===== config.mk =====
export PLATFORM = sky130hd
export DESIGN_NAME = mem_arbiter
export DESIGN_NICKNAME = d
export VERILOG_FILES = /design/src/rtl/mem_arbiter.sv
export SDC_FILE = /design/constraint.sdc
export NUM_CORES = 1
export LEC_CHECK = 0
export ABC_AREA = 1
export CAP_MARGIN = 10
export CORE_ASPECT_RATIO = 0.9
export CORE_MARGIN = 1
export CORE_UTILIZATION = 33
export DETAILED_ROUTE_END_ITERATION = 16
export GPL_TIMING_DRIVEN = 0
export PLACE_DENSITY = 0.87
export SYNTH_ARGS = -nofsm -noshare
export SYNTH_HDL_FRONTEND = slang
export SYNTH_SLANG_ARGS = --single-unit

===== constraint.sdc =====
create_clock -name clk -period 1.2 [get_ports clk]
set_input_delay 0.24 -clock clk [delete_from_list [all_inputs] [get_ports clk]]
set_output_delay 0.24 -clock clk [all_outputs]
set_load 0.02 [all_outputs]

===== src/rtl/mem_arbiter.sv =====
// Two-master round-robin arbiter in front of a single-port RAM, one access in flight at a time.
// Optional ownership locking is compiled in with `define MEM_ARB_LOCK_EN.
module mem_arbiter #(
    parameter int AW       = 9,
    parameter int DW       = 16,
    parameter int LOCK_MAX = 8
) (
    input  logic          clk,
    input  logic          reset,
    input  logic [1:0]    cmd0,
    input  logic [1:0]    cmd1,
    input  logic [AW-1:0] addr0,
    input  logic [AW-1:0] addr1,
    input  logic [DW-1:0] wdata0,
    input  logic [DW-1:0] wdata1,
    input  logic          lock0,
    input  logic          lock1,
    output logic          ack0,
    output logic          ack1,
    output logic          rvalid0,
    output logic          rvalid1,
    output logic [DW-1:0] rdata,
    output logic [1:0]    mem_cmd,
    output logic [AW-1:0] mem_addr,
    output logic [DW-1:0] mem_wdata,
    input  logic [DW-1:0] mem_rdata
);
    localparam logic [1:0] CMD_NONE  = 2'b00;
    localparam logic [1:0] CMD_READ  = 2'b01;
    localparam logic [1:0] CMD_WRITE = 2'b10;
    localparam int         CW        = $clog2(LOCK_MAX + 1);

    typedef enum logic [1:0] {ARB, ACCESS, RESP} state_t;

    state_t     state, state_nxt;
    logic       owner, last_grant, grant, winner;
    logic [1:0] req, elig, win_cmd;

    assign req[0]  = (cmd0 == CMD_READ) || (cmd0 == CMD_WRITE);
    assign req[1]  = (cmd1 == CMD_READ) || (cmd1 == CMD_WRITE);
    assign win_cmd = winner ? cmd1 : cmd0;

`ifdef MEM_ARB_LOCK_EN
    logic          locked, own_lock, hold, release_lock, win_lock;
    logic [CW-1:0] lock_cnt, cnt_base;

    // A locked owner keeps the RAM while it requests or keeps lock high.
    assign own_lock     = owner ? lock1 : lock0;
    assign hold         = locked && (req[owner] || own_lock);
    assign release_lock = locked && !hold && (state == ARB);
    assign elig         = hold ? (req & (owner ? 2'b10 : 2'b01)) : req;
    assign win_lock     = winner ? lock1 : lock0;
    assign cnt_base     = (locked && (winner == owner)) ? lock_cnt : '0;

    always_ff @(posedge clk) begin
        if (reset) begin
            locked   <= 1'b0;
            lock_cnt <= '0;
        end else if (grant) begin
            if (win_lock && (int'(cnt_base) + 1 < LOCK_MAX)) begin
                locked   <= 1'b1;
                lock_cnt <= cnt_base + 1'b1;
            end else begin
                locked   <= 1'b0;
                lock_cnt <= '0;
            end
        end else if (release_lock) begin
            locked   <= 1'b0;
            lock_cnt <= '0;
        end
    end
`else
    logic unused_lock;
    assign unused_lock = lock0 ^ lock1;
    assign elig        = req;
`endif

    always_ff @(posedge clk) begin
        if (reset) state <= ARB;
        else       state <= state_nxt;
    end

    always_comb begin
        state_nxt = state;
        grant     = 1'b0;
        winner    = (elig == 2'b11) ? ~last_grant : elig[1];
        ack0      = 1'b0;
        ack1      = 1'b0;
        rvalid0   = 1'b0;
        rvalid1   = 1'b0;
        rdata     = '0;
        case (state)
            ARB: begin
                if (|elig) begin
                    grant     = 1'b1;
                    state_nxt = ACCESS;
                end
            end
            ACCESS: begin
                ack0      = ~owner;
                ack1      = owner;
                state_nxt = (mem_cmd == CMD_READ) ? RESP : ARB;
            end
            RESP: begin
                rvalid0   = ~owner;
                rvalid1   = owner;
                rdata     = mem_rdata;
                state_nxt = ARB;
            end
            default: state_nxt = ARB;
        endcase
    end

    // RAM command is live only for the single ACCESS cycle that follows a grant.
    always_ff @(posedge clk) begin
        if (reset) begin
            mem_cmd    <= CMD_NONE;
            mem_addr   <= '0;
            mem_wdata  <= '0;
            owner      <= 1'b0;
            last_grant <= 1'b1;
        end else begin
            mem_cmd <= CMD_NONE;
            if (grant) begin
                mem_cmd    <= win_cmd;
                mem_addr   <= winner ? addr1 : addr0;
                mem_wdata  <= winner ? wdata1 : wdata0;
                owner      <= winner;
                last_grant <= winner;
            end
        end
    end
endmodule


Yosys cells after proc, flatten, opt, wreduce, memory -nomap -nowiden
Index checks and enable logic that the tools add are counted.
- flip-flop bits (word level): 31
- bits in latches: 0
- RAM bits: 0
- memory bits (read-only): 0
- input bits: 74
- output and inout bits: 47
- word-level logic and storage cells: 37
- memories: 0
- add/subtract/negate cells: 0
- multiply operators: 0
- divide/modulo/power cells: 0
- order comparisons: 0
- equal/unequal tests: 9
- shifts and indexed selects: 0
- muxes and demuxes: 14
- bitwise gates (word level): 3
- reductions and logical operators: 5
- operator list (operator ; number):
    two-way mux 16 bit ; 2
    two-way mux 9 bit ; 1
    equality test 2 x 1 -> 1 bit, second input constant ; 4
    equality test 2 bit, second input constant ; 4
    two-way mux 1 bit ; 7
    two-way mux 2 bit ; 3
    one-hot mux 2 bit (2 select lines) ; 1
    OR reduction 2 bit ; 2
    NOT 1 bit ; 3
    zero test 2 bit ; 1
    logical OR 1 bit ; 2
    != test 2 bit, second input constant ; 1

Logic depth before layout (Yosys ltp)
- depth in word-level cells: 7
- mapped depth: 9
- gate-level depth less buffers: 8

Worst setup path before layout
Ideal clock, no wire load.
- path kind: register -> output
- start point: reg state[0]
- end point: out rdata[0]
- arrival: 1002 ps
- required time: 960 ps
- setup slack: -42 ps
- cell stages (with the launch flop): 5
- buffers on the path: 1
- path through: dfxtp_1 > inv_1 > nand2_1 > clkbuf_1 > nor2_1
- cells in the longest elaborated chain, start to end: 2
- RTL lines (element ; RTL line ; source):
    start: declaration ; 35 ; state_t state, state_nxt;
    start signal: assignment ; 80 ; else state <= state_nxt;
    equality test 2 bit ; 92 ; case (state)
    two-way mux 16 bit ; 92 ;
    end: declaration ; 22 ; output logic [DW-1:0] rdata,
Every way passes these cells.

Final worst setup path
Ends and elaborated chain as after synthesis.

==> flow_summary_export.csv <==
group,metric,value,unit
synth,synth-seq-area-share,32.3,%
setup_path,reg2regPathDepth,7,
final_layout,area_growth_syn_to_layout,83.2,%
outcome,failed_checks,"negative setup slack",
setup_path,timing.setup.critical_path_class,"reg2out",
pwr,static-leakage-power,1.75,nW
setup_path,cpPeakStageDelay,370,ps
floorplan,floorplan.initialDensity,35.5,%
synth,synth.most_common_cell,"sky130_fd_sc_hd__nand2_1",
synth,synth_top_cell_by_area,"sky130_fd_sc_hd__dfxtp_1",
clock_tree,clockBufferDepth,2,
synth,syn-instance-count,324,
clock_tree,ctsHtreeMaxLevel,2,
timing,fmax,699,MHz
detailed_routing,wl_per_cell,13.0,µm
timing,final_critical_path_setup_slack,-230,ps
timing,final.min_clock_period,1430,ps
setup_path,critPathRequiredTime,960,ps
synth,post_synth.cell_area_avg,5.93,µm²
synth,synth.top_cell.area_share,32.3,%
clock_tree,worst_setup_hold_path_clk_slew,60,ps
synth,post_synth_and_or_nand_nor_area_fraction,40.3,%
synth,synth_seq_cells,31,
pwr,irDropWorstVdd,0.000556,V
timing,finalHoldViolCount,0,
synth,synth_area_leaders,"sky130_fd_sc_hd__dfxtp_1 (32%), sky130_fd_sc_hd__nand2_1 (18%), sky130_fd_sc_hd__nor2_1 (14%), sky130_fd_sc_hd__inv_1 (9.8%), sky130_fd_sc_hd__a21boi_1 (7.8%)",
pwr,power_density_over_the_cells,1030,mW/mm²
timing,timing.clock.skew,6.86,ps
setup_path,worst-path-stages,5,
floorplan,core_area,0.00541,mm²
run,drv.max_cap_violation_count,0,
synth,synthXorXnorAreaFrac,0,%
setup_path,crit_slowest_cell,"sky130_fd_sc_hd__dfxtp_4",
detailed_routing,route.vias.total,2395,
detailed_routing,first_pass_iters,4,
floorplan,die_height,74.4,µm
clock_tree,post_cts_hold_buffer_count,0,
detailed_routing,avgViaCountPerCell,4.57,
floorplan,design.portCount,121,
synth,synth_flop_cell,"sky130_fd_sc_hd__dfxtp_1",
timing,timing.max_slew.rel_slack,80.5,%
global_routing,grt_antenna_before_repair,0,
timing,worst-slew-pin-transition,290,ps
synth,yosysWarningCount,0,
timing,grt_setup_unrepaired,"yes",
detailed_routing,antenna_left,0,
timing,timing.final.crit_share,119,%
setup_path,largest_fanout_on_the_critical_path,5,
timing,maxSlewViolCount,0,
outcome,run_status,"complete, but fails checks",
synth,dominant_combinational_cell_family_by_area_after_synthesis,"simple AND/OR/NAND/NOR gates",
synth,net_count_synth,398,
final_layout,nFillCells,493,
setup_path,start_kind,"flip-flop",
floorplan,floorplan.die_area,0.00613,mm²
clock_tree,clock_sink_count,31,
final_layout,final_nets,530,
final_layout,drive_above_1_share,26.9,%
setup_path,critPathArrivalTime,1190,ps
final_layout,seq_cell_area,629,µm²
setup_path,end_kind,"output port",
global_routing,first_global_vias,2208,
global_routing,wire_length_of_the_first_global_routing_pass,9900,µm
detailed_routing,drt_drc_violations_left,0,
global_routing,grt_start_max_net_pins,11,
placement,gp_routability_congestion,0.797,
synth,synth_cell_types,16,
clock_tree,cts_tree,"built",
clock_tree,cts-buffers-inserted,5,
synth,synth-adder-area-share,0,%
clock_tree,root_buffer,"sky130_fd_sc_hd__clkbuf_8",
worst_hold_path,hold-path-cell-count,3,
setup_path,ordered_cell_list_for_the_critical_path,"inv_4 > nand2_4 > buf_8 > nor2_1 > buf_4",
placement,place.detailed.hpwl,4720,µm
synth,synth-compound-area-share,12.0,%
clock_tree,source_to_sink_clock_delay_at_the_later_pin_of_the_worst_skew_pair,280,ps
floorplan,dieWidth,82.4,µm
detailed_routing,drt_iter0_drc,57,
synth,asyncSetResetFlopFracSynth,0,%
synth,synth_edf_count,0,
worst_hold_path,min_path_type,"in2reg",
setup_path,critical_path.top_delay_family,"buffers and inverters",
placement,numPortBuffers,118,
detailed_routing,wl,6810,µm
synth,syn-cell-area,0.00192,mm²
timing,setup_viol_count_final,50,
pwr,total_power,3.61,mW
placement,dp_worst_setup_slack,-665,ps
floorplan,floorplan.rows,25,
setup_path,cp.buffers_inverters,3,
final_layout,antennaDiodeCount,0,
final_layout,area_of_the_multi_input_gates,0.00120,mm²
global_routing,leftover_overflow_at_the_end_of_global_routing,0,
global_routing,gr-usage-all-layers,21.5,%
synth,synth.mux.area_fraction,0,%
synth,leading_post_synthesis_cells_by_instance_count,"sky130_fd_sc_hd__nand2_1 (91), sky130_fd_sc_hd__nor2_1 (71), sky130_fd_sc_hd__inv_1 (50)",
## final timing paths
kind / slack (ps) / endpoint / from
worst min-delay path: 380 / mem_cmd[0]$_SDFF_PP0_ / cmd1[0]
worst max register to register: -100 / mem_addr[5]$_SDFFE_PP0P_ / state[1]$_SDFFE_PP0P_
worst max-delay path: -230 / rdata[0] / state[0]$_SDFFE_PP0P_
worst min register to register: 420 / state[1]$_SDFFE_PP0P_ / mem_cmd[1]$_SDFF_PP0_
## cells in the final DEF (no fill, tap or decap), types with 6 or more instances in the layout
cell                               n
sky130_fd_sc_hd__clkdlybuf4s50_1  67
sky130_fd_sc_hd__buf_2             6
sky130_fd_sc_hd__dfxtp_1          28
sky130_fd_sc_hd__nand2_4           7
sky130_fd_sc_hd__clkbuf_2         17
sky130_fd_sc_hd__clkbuf_8          7
sky130_fd_sc_hd__clkdlybuf4s15_1  10
sky130_fd_sc_hd__nand2_1          79
sky130_fd_sc_hd__nand3_1          25
sky130_fd_sc_hd__nand2_2          10
sky130_fd_sc_hd__buf_6            18
sky130_fd_sc_hd__inv_1            47
sky130_fd_sc_hd__a21boi_1         20
sky130_fd_sc_hd__buf_4            13
sky130_fd_sc_hd__nor2_4           11
sky130_fd_sc_hd__nor2_2           13
sky130_fd_sc_hd__nor2_1           47
## final cells by class
cell class                      instances  area share [%]
Clock buffer                            8            2.84
Multi-Input combinational cell        224            34.1
Timing Repair Buffer                  124            33.0
Inverter                               53            5.73
Buffer                                 17            4.02
Sequential cell                        31            17.9
Tap cell                               67            2.38
## per-layer routing
metal | GRT usage [%] | part of all wire (%)
met1 | 25.5 | 42
met2 | 37.6 | 52
met3 | 6.13 | 5.5
met4 | 6.04 | 1.2
met5 | 0 | 0
## power breakdown
group	switching, mW	internal [mW]
Clock	0.390	0.523
Sequential	0.0743	1.16
Combinational	0.802	0.668
Total	1.27	2.35
## worst min-delay path, delay by kind of cell
family	cells	cell delay, ps
buffers and inverters	1	250
AND/OR/NAND/NOR	1	80
AO/OA/AOI/OAI	1	50
## cells by family (layout without fill, tap and decap cells)
group,Yosys count,count (layout)
simple gates,194,195
buf+inv,70,202
flops,31,31
compound gates,29,29
## registers in the layout, summed over array words and instances (netlist names)
register,cells
state,2
last_grant,1
owner,1
mem_cmd,2
mem_addr,9
mem_wdata,16
## what timing repair did
item / CTS / global route
setup buffers: 2 / 1
pin swaps: 4 / 12
resized for setup: 193 / 79
cloned: 4 / 0
endpoints found under the setup margin: 77 / 75
## metrics by stage
| stage | hold WS [ps] | std cells | instance area (µm²) | setup TNS (ps) | utilization [%] |
|---|---|---|---|---|---|
| detailed placement | 428 | 509 | 3190 | -27400 | 58.9 |
| CTS | 373 | 523 | 3420 | -4350 | 63.1 |
| global placement | 406 | 509 | 3190 | -26050 | 58.9 |
| floorplan | 302 | 324 | 1920 | -416 | - |
| global route | 387 | 524 | 3520 | -7460 | 65.0 |
| finish | 382 | 524 | 3520 | -4330 | 65.0 |
(Power assumes the default switching activity.)
